`src/rtl/exp_pkg.sv`:
```
// Shared definitions for the exponent accelerator job driver.
// Register word map, ctrl bit positions and driver FSM states.
package exp_pkg;

  localparam logic [3:0] EXP_ADDR_X    = 4'd0;
  localparam logic [3:0] EXP_ADDR_A    = 4'd1;
  localparam logic [3:0] EXP_ADDR_P    = 4'd2;
  localparam logic [3:0] EXP_ADDR_CTRL = 4'd3;

  localparam int EXP_CTRL_DONE  = 0;
  localparam int EXP_CTRL_START = 1;

  localparam logic [31:0] EXP_CTRL_GO  = 32'h2;
  localparam logic [31:0] EXP_CTRL_CLR = 32'h0;

  typedef enum logic [3:0] {
    S_IDLE,
    S_WR_X,
    S_WR_A,
    S_WR_START,
    S_POLL_RD,
    S_POLL_CHK,
    S_POLL_WAIT,
    S_CLR_START,
    S_RD_P,
    S_RD_P_CAP,
    S_ABORT,
    S_OUT
  } exp_drv_state_t;

endpackage

```
`src/rtl/exp_poll_timer.sv`:
```
// Poll pacing for the job driver: loadable inter-poll gap counter
// and a saturating poll timeout counter.
module exp_poll_timer #(
  parameter int unsigned TIMEOUT_CYCLES = 1_000_000,
  parameter int unsigned POLL_GAP       = 2
) (
  input  logic clk,
  input  logic rst_n,
  input  logic tmo_clr,
  input  logic tmo_en,
  input  logic gap_load,
  input  logic gap_en,
  output logic gap_done,
  output logic timed_out
);

  localparam logic [31:0] GAP_LD =
    (POLL_GAP == 0) ? 32'd0 : 32'(POLL_GAP - 1);
  localparam logic [31:0] TMO = 32'(TIMEOUT_CYCLES);

  logic [31:0] tmo_cnt;
  logic [31:0] gap_cnt;

  always_ff @(posedge clk) begin
    if (!rst_n) begin
      tmo_cnt <= '0;
      gap_cnt <= '0;
    end else begin
      if (tmo_clr)
        tmo_cnt <= '0;
      else if (tmo_en && tmo_cnt != '1)
        tmo_cnt <= tmo_cnt + 32'd1;
      if (gap_load)
        gap_cnt <= GAP_LD;
      else if (gap_en && gap_cnt != '0)
        gap_cnt <= gap_cnt - 32'd1;
    end
  end

  assign gap_done  = (gap_cnt == '0);
  assign timed_out = (tmo_cnt >= TMO);

endmodule

```
`src/rtl/exp_job_driver.sv`:
```
// Job driver for the exponent accelerator register window.
// Optional perf_cycles output enabled by EXP_JOB_DRIVER_PERF_EN.
module exp_job_driver
  import exp_pkg::*;
#(
  parameter int unsigned TIMEOUT_CYCLES = 1_000_000,
  parameter int unsigned POLL_GAP       = 2
) (
  input  logic        clk,
  input  logic        rst_n,
  input  logic        job_valid,
  output logic        job_ready,
  input  logic [31:0] job_x,
  input  logic [31:0] job_a,
  output logic        res_valid,
  input  logic        res_ready,
  output logic [31:0] res_p,
  output logic        res_timeout,
  output logic [3:0]  bus_address,
  output logic        bus_write,
  output logic [31:0] bus_writedata,
  output logic        bus_read,
  input  logic [31:0] bus_readdata,
  output logic        busy
`ifdef EXP_JOB_DRIVER_PERF_EN
  ,
  output logic [31:0] perf_cycles
`endif
);

  exp_drv_state_t state, state_n;
  logic [31:0] a_q;
  logic gap_done, timed_out;
  logic polling;

  assign polling = (state == S_POLL_RD) ||
                   (state == S_POLL_CHK) ||
                   (state == S_POLL_WAIT);

  exp_poll_timer #(
    .TIMEOUT_CYCLES(TIMEOUT_CYCLES),
    .POLL_GAP      (POLL_GAP)
  ) u_timer (
    .clk      (clk),
    .rst_n    (rst_n),
    .tmo_clr  (state == S_WR_START),
    .tmo_en   (polling),
    .gap_load (state == S_POLL_CHK),
    .gap_en   (state == S_POLL_WAIT),
    .gap_done (gap_done),
    .timed_out(timed_out)
  );

  always_ff @(posedge clk) begin
    if (!rst_n) state <= S_IDLE;
    else        state <= state_n;
  end

  always_comb begin
    state_n = state;
    unique case (state)
      S_IDLE:      if (job_valid) state_n = S_WR_X;
      S_WR_X:      state_n = S_WR_A;
      S_WR_A:      state_n = S_WR_START;
      S_WR_START:  state_n = S_POLL_RD;
      S_POLL_RD:   state_n = S_POLL_CHK;
      S_POLL_CHK: begin
        if (bus_readdata[EXP_CTRL_DONE])
          state_n = S_CLR_START;
        else if (timed_out)
          state_n = S_ABORT;
        else if (POLL_GAP == 0)
          state_n = S_POLL_RD;
        else
          state_n = S_POLL_WAIT;
      end
      S_POLL_WAIT: if (gap_done) state_n = S_POLL_RD;
      S_CLR_START: state_n = S_RD_P;
      S_RD_P:      state_n = S_RD_P_CAP;
      S_RD_P_CAP:  state_n = S_OUT;
      S_ABORT:     state_n = S_OUT;
      S_OUT:       if (res_ready) state_n = S_IDLE;
      default:     state_n = S_IDLE;
    endcase
  end

  // Strobes are decoded from the next state so they line up with it.
  always_ff @(posedge clk) begin
    if (!rst_n) begin
      a_q           <= '0;
      bus_write     <= 1'b0;
      bus_read      <= 1'b0;
      bus_address   <= '0;
      bus_writedata <= '0;
      res_p         <= '0;
      res_timeout   <= 1'b0;
    end else begin
      bus_write <= 1'b0;
      bus_read  <= 1'b0;
      if (job_valid && job_ready)
        a_q <= job_a;
      unique case (state_n)
        S_WR_X: begin
          bus_write     <= 1'b1;
          bus_address   <= EXP_ADDR_X;
          bus_writedata <= job_x;
        end
        S_WR_A: begin
          bus_write     <= 1'b1;
          bus_address   <= EXP_ADDR_A;
          bus_writedata <= a_q;
        end
        S_WR_START: begin
          bus_write     <= 1'b1;
          bus_address   <= EXP_ADDR_CTRL;
          bus_writedata <= EXP_CTRL_GO;
        end
        S_CLR_START, S_ABORT: begin
          bus_write     <= 1'b1;
          bus_address   <= EXP_ADDR_CTRL;
          bus_writedata <= EXP_CTRL_CLR;
        end
        S_POLL_RD: begin
          bus_read    <= 1'b1;
          bus_address <= EXP_ADDR_CTRL;
        end
        S_RD_P: begin
          bus_read    <= 1'b1;
          bus_address <= EXP_ADDR_P;
        end
        default: ;
      endcase
      if (state == S_RD_P_CAP) begin
        res_p       <= bus_readdata;
        res_timeout <= 1'b0;
      end else if (state == S_ABORT) begin
        res_p       <= '0;
        res_timeout <= 1'b1;
      end
    end
  end

  assign job_ready = (state == S_IDLE);
  assign busy      = (state != S_IDLE);
  assign res_valid = (state == S_OUT);

`ifdef EXP_JOB_DRIVER_PERF_EN
  logic [31:0] perf_cnt;
  logic [31:0] perf_inc;

  assign perf_inc = (perf_cnt == '1) ? perf_cnt : perf_cnt + 32'd1;

  // perf_cnt holds cycles spent before the current one since WR_START.
  always_ff @(posedge clk) begin
    if (!rst_n) begin
      perf_cnt    <= '0;
      perf_cycles <= '0;
    end else begin
      if (state == S_WR_START)
        perf_cnt <= 32'd1;
      else if (busy && state != S_OUT)
        perf_cnt <= perf_inc;
      if (state != S_OUT && state_n == S_OUT)
        perf_cycles <= perf_inc;
    end
  end
`endif

endmodule

```
`config.mk`:
```
export PLATFORM = sky130hd
export DESIGN_NAME = exp_job_driver
export DESIGN_NICKNAME = d
export VERILOG_FILES = /design/src/rtl/exp_pkg.sv /design/src/rtl/exp_poll_timer.sv /design/src/rtl/exp_job_driver.sv
export SDC_FILE = /design/constraint.sdc
export NUM_CORES = 1
export LEC_CHECK = 0
export CORE_ASPECT_RATIO = 1.5
export CORE_MARGIN = 2
export CORE_UTILIZATION = 50
export DETAILED_ROUTE_END_ITERATION = 6
export PLACE_DENSITY = 0.8
export SLEW_MARGIN = 20
export SYNTH_ARGS = -nofsm -noshare
export SYNTH_HDL_FRONTEND = slang
export SYNTH_SLANG_ARGS = --single-unit
```
`constraint.sdc`:
```
create_clock -name clk -period 3.8 [get_ports clk]
set_clock_uncertainty 0.2 [all_clocks]
set_input_delay 0.76 -clock clk [delete_from_list [all_inputs] [get_ports clk]]
set_output_delay 0.76 -clock clk [all_outputs]
set_load 0.02 [all_outputs]
```
# Word level (Yosys, flattened, before mapping)
# Index checks and enable logic that the tools add are counted.
word_totals:
  ff_bits: 171
  input_bits: 100
  out_inout_bits: 74
  elab_cells: 69
op_classes:
  add_sub_neg: 2
  magnitude_cmp: 1
  n_eq_ne: 19
  n_mux: 14
  n_bitwise: 1
  n_reduce_logical: 21
op_table:
  columns: ["op", "n"]
  rows:
  - ["$pmux 32 s4", 1]
  - ["$mux 32", 2]
  - ["$pmux 4 s11", 1]
  - ["$add 32x1->32 const B", 1]
  - ["$ge 32x20->1 const B", 1]
  - ["$logic_not 32->1", 1]
  - ["$ne 32x32->1 const B", 1]
  - ["$reduce_bool 32->1", 1]
  - ["$sub 32x1->32 const B", 1]
  - ["$eq 4x3->1 const B", 6]
  - ["$eq 4x4->1 const B", 6]
  - ["$mux 4", 5]
  - ["$eq 4x2->1 const B", 4]
  - ["$pmux 4 s4", 1]
  - ["$reduce_bool 4->1", 3]
  - ["$reduce_or 2->1", 6]
  - ["$eq 4x1->1 const B", 2]
  - ["$reduce_or 5->1", 1]
  - ["$logic_not 4->1", 1]
  - ["$mux 1", 4]
  - ["$reduce_bool 2->1", 2]
  - ["$reduce_or 4->1", 1]
  - ["$logic_and 1x1->1", 3]
  - ["$logic_or 1x1->1", 2]
  - ["$not 1->1", 1]

# Depth between registers and ports, before layout
depth:
  word_depth: 7
  depth_mapped: 9
  mapped_depth_nobuf: 7

# Hierarchy
# From an unflattened synthesis, not the netlist that was laid out.
unflattened:
  hier_cells: 903
  area_unflattened_um2: 7835.0
by_module_without_submodules:
  columns: ["mod", "instances", "cells_each", "area_per_inst_um2", "seq_area_each_um2"]
  rows:
  - ["exp_job_driver", 1, 505, 4508.1, 2102.0]
  - ["exp_poll_timer", 1, 398, 3326.9, 1281.2]

# Worst setup path before layout
# OpenSTA, ideal clock, no wires.
synth_path:
  path_kind: "reg2reg"
  start: "register u_timer.gap_cnt[0]"
  end: "register u_timer.gap_cnt[27]"
  setup_time_ps: 72
  arrival_time_ps: 2425
  required_ps: 3528
  slack_ps: 1103
  path_stages_with_launch: 8
  n_path_buf: 2
  period_less_slack_ps: 2697
  path_cell_list: "dfxtp_1 -> or4_4 -> or4_4 -> or4_1 -> buf_2 -> buf_6 -> nor4_1 -> mux2i_1"
synth_via:
  elab_chain_len: 2
  word_cells_on_any_way: 3
  cone_classes: "add/sub (1); reduce/logical (2)"
synth_rtl:
  columns: ["item", "line", "text"]
  rows:
  - ["from (decl)", "exp_poll_timer.sv:22", "logic [31:0] gap_cnt;"]
  - ["from (signal assigned)", "exp_poll_timer.sv:36", "gap_cnt <= gap_cnt - 32'd1;"]
  - ["branches (longest 2 deep; another with $sub 32x1->32)", null, null]
# Parallel ways; which one is timed is not known.
# A chain may end at the register's enable or synchronous reset.

# Final worst setup path
layout_path:
  start: "register state[1]"
  end: "output res_valid"
layout_via:
  elab_chain_len: 1
layout_rtl:
  columns: ["item", "line", "text"]
  rows:
  - ["from (decl)", "exp_job_driver.sv:31", "exp_drv_state_t state, state_n;"]
  - ["from (signal assigned)", "exp_job_driver.sv:56", "else state <= state_n;"]
  - ["$eq 4x4->1", "exp_job_driver.sv:145", "assign res_valid = (state == S_OUT);"]
  - ["to (decl)", "exp_job_driver.sv:15", "output logic res_valid,"]
# No other way between the ends.

==> run metrics <==
DRC viols 0; status finished clean; sequential area share after synthesis 45.2%; Area growth syn-to-layout 33.3%; Setup WS post-layout between 0.4 and 0.5 ns; first-iteration detailed-routing DRC count 538; Ports ~170; chip height between 150 and 200 um; Register Area roughly 0.0034 mm2; Critical Path Start state[1]; GRT Overall Usage about a quarter; DRT Wirelength roughly 21 mm; final HPWL from detailed placement roughly 14 mm; CTS tree built; CP Capture Type output port; CP bufs+invs 1; post-synth top area cell dfxtp_1; clock tree buffer depth 2; CTS H-tree lvls 4; share of the synthesized area in the top cell type 45.2%; initial antenna violation count 0; count of final setup violators 0; final instance count without filler cells 1261; Total Die Area approximately 0.016 mm2; Hold Crit Class flip-flop to flip-flop; die width just over 100 um; unrepaired setup endpoints after global routing no; synthesized flop and latch total roughly 170; Fillers 1219; mean post-synth cell area 8.21 um2; final instance area around 0.010 mm2; Post-Synth XOR/XNOR Area 0.468%; TritonCTS Buffers 17; CTS Sinks ~170; Post-synth ARST share 0%; Area contributors post-synth dfxtp_1 (45%), a21oi_1 (9.7%), nand2_1 (5.3%); Worst-Margin Slew 1.01 ns; largest net degree at the start of global routing 44; Highest Clock Rate 0.302 GHz; antenna-violating nets left 0; cell with the most instances after synthesis dfxtp_1; port buffer count 171; multiplexer area fraction after synthesis 1.07%; Slew Viols, Final 0; largest family of logic cells by synthesized area compound AO/OA/AOI/OAI gates; routed via count between 7000 and 8000; Max IR drop VDD approximately 0.00029 V; wire length per cell roughly 17 um; CP delay by family, top flip-flops; hold-fix buffers at CTS 0; layout cells sized above 1 7.14%; Clock Tree Root clkbuf_16; Clock transition at path regs roughly 0.070 ns; first-pass GRT wire length ~35 mm; Post-synth EDFFs 0; Lkg Pwr between 3 and 4 nW; vias in the first global route just over 7000; starting density of the core about half; antenna cell count 0; max cap viols 0; nets@finish around 1200; cells after synthesis approximately 900; slowest CP cell dfxtp_1; Core ar. approximately 0.015 mm2; yosys warns 0; post-CTS setup buffer count 0; Adder-Cell Fraction of Synth Area less than 1%; CP Cell Sequence nand2_1 > nor2_1 > clkdlybuf4s50_1; DRT Pass-1 Iters 5; Inst Count DP around 1200; CP Data Required Time between 2 and 3 ns; commonest cells in the synthesized netlist dfxtp_1 (169), a21oi_1 (145), nand2_1 (105); Crit Path Class flip-flop to output port; FP Rows 54; PostCTS Resize Cnt 0; Synth cell types 62; post-route setup TNS 0 ns; hold path start a_q[10]; reg2reg setup slack 0.67 ns; mapped cell area between 0.007 and 0.008 mm2; GPL Wtd Cong approximately 0.86; Via density 5.97; Arr. time, crit path roughly 2.4 ns; grt ovf 0; Cell Area, Placed about 0.0094 mm2; Max transition margin 31.9%; Simple-Gate Fraction of Synth Area around 22%; PwrDens approximately 440 mW/mm2; CP peak stage delay just under 0.8 ns; Place WS between 0.7 and 0.8 ns; area occupied by multi-input gates between 0.003 and 0.004 mm2; worst skew pair latency between 0.4 and 0.5 ns; Period Utilization, post-route 87.2%; Final Hold Viols 0; Critical Path Start Type flip-flop; min cycle time layout 3.31 ns; reg2reg start state[1]; area fraction in compound gates after synthesis 26.1%; CP max FO 22; ys flop type dfxtp_1
metal layers:
| layer | global-route usage (%) | up-vias | part of all wire (%) |
|---|---|---|---|
| li1 | - | 3650 | - |
| met1 | 29.6 | 3593 | 39 |
| met2 | 46.6 | 228 | 52 |
| met3 | 6.49 | 54 | 5.8 |
| met4 | 12.2 | 0 | 3.5 |
| met5 | 0 | - | 0 |
registers in the layout, indices dropped and copies added, names as in the netlist, 2 cells and up:
| register | flops |
|---|---|
| a_q | 32 |
| bus_writedata | 32 |
| res_p | 32 |
| u_timer.gap_cnt | 32 |
| u_timer.tmo_cnt | 32 |
| state | 4 |
| bus_address | 2 |
power breakdown:
group	switching (W)	internal [W]	total, W	leakage (nW)
Sequential	0.0000589	0.00186	0.00192	1.37
Combinational	0.000366	0.000316	0.000682	1.76
Clock	0.000771	0.00103	0.00180	0.302
final timing paths:
| kind | to | cells past startpoint |
|---|---|---|
| hold reg to reg | a_q[10] | 2 |
| setup / recovery | res_valid | 3 |
| setup reg to reg | u_timer.gap_cnt[28] | 5 |
| hold / removal | a_q[10] | 2 |
layout make-up:
class	count	area share, %
clock buffer	20	4.58
sequential	169	33.9
tap	196	2.46
clock inverter	12	1.56
timing repair buffer	190	18.7
inverter	14	0.527
multi-input combinational	660	38.2
cells by family after synthesis:
| logic type | after synthesis |
|---|---|
| AOI/OAI and AO/OA | 331 |
| and+or+nand+nor | 312 |
| DFF | 169 |
| buffers and inverters | 83 |
| muxes | 8 |
| xor gates and xnor gates | 4 |
| adders and majority gates | 3 |
| other | 1 |
tightest hold or removal path, stage by stage (launching register included):
cell and delay, ns:
dfxtp_1 0.31, nand2_1 0.05, a21oi_1 0.05
placed cells by master, fill, tap and decap left out, types with 4 or more instances in the layout:
cell and instances:
buf_4 18, or4_1 28, nor2_1 55, inv_6 4, nand2_1 103, o21a_1 5
mux2i_1 8, o22ai_1 32, clkbuf_16 17, nand2b_1 11, clkdlybuf4s50_1 171, a22oi_1 33
o21ai_0 56, nand4_1 10, or3_1 28, a21oi_1 145, nor4_2 5, o31ai_1 22
and2_1 5, dfxtp_1 169, nor3_1 7, and4_1 6, nand3_1 13, and3_1 5
nor4_1 10, a31oi_1 7, o211ai_1 8, inv_1 13
stage by stage:
stage | power, W | util (%) | hold slack (ns)
2_1_floorplan | 0.00230 | - | 0.236
3_3_place_gp | 0.00263 | 64.1 | 0.243
3_5_place_dp | 0.00263 | 64.1 | 0.247
4_1_cts | 0.00442 | 68.3 | 0.257
5_1_grt | 0.00456 | 68.3 | 0.271
6_report | 0.00440 | 68.3 | 0.257
Power figures use the tool's default switching activity.
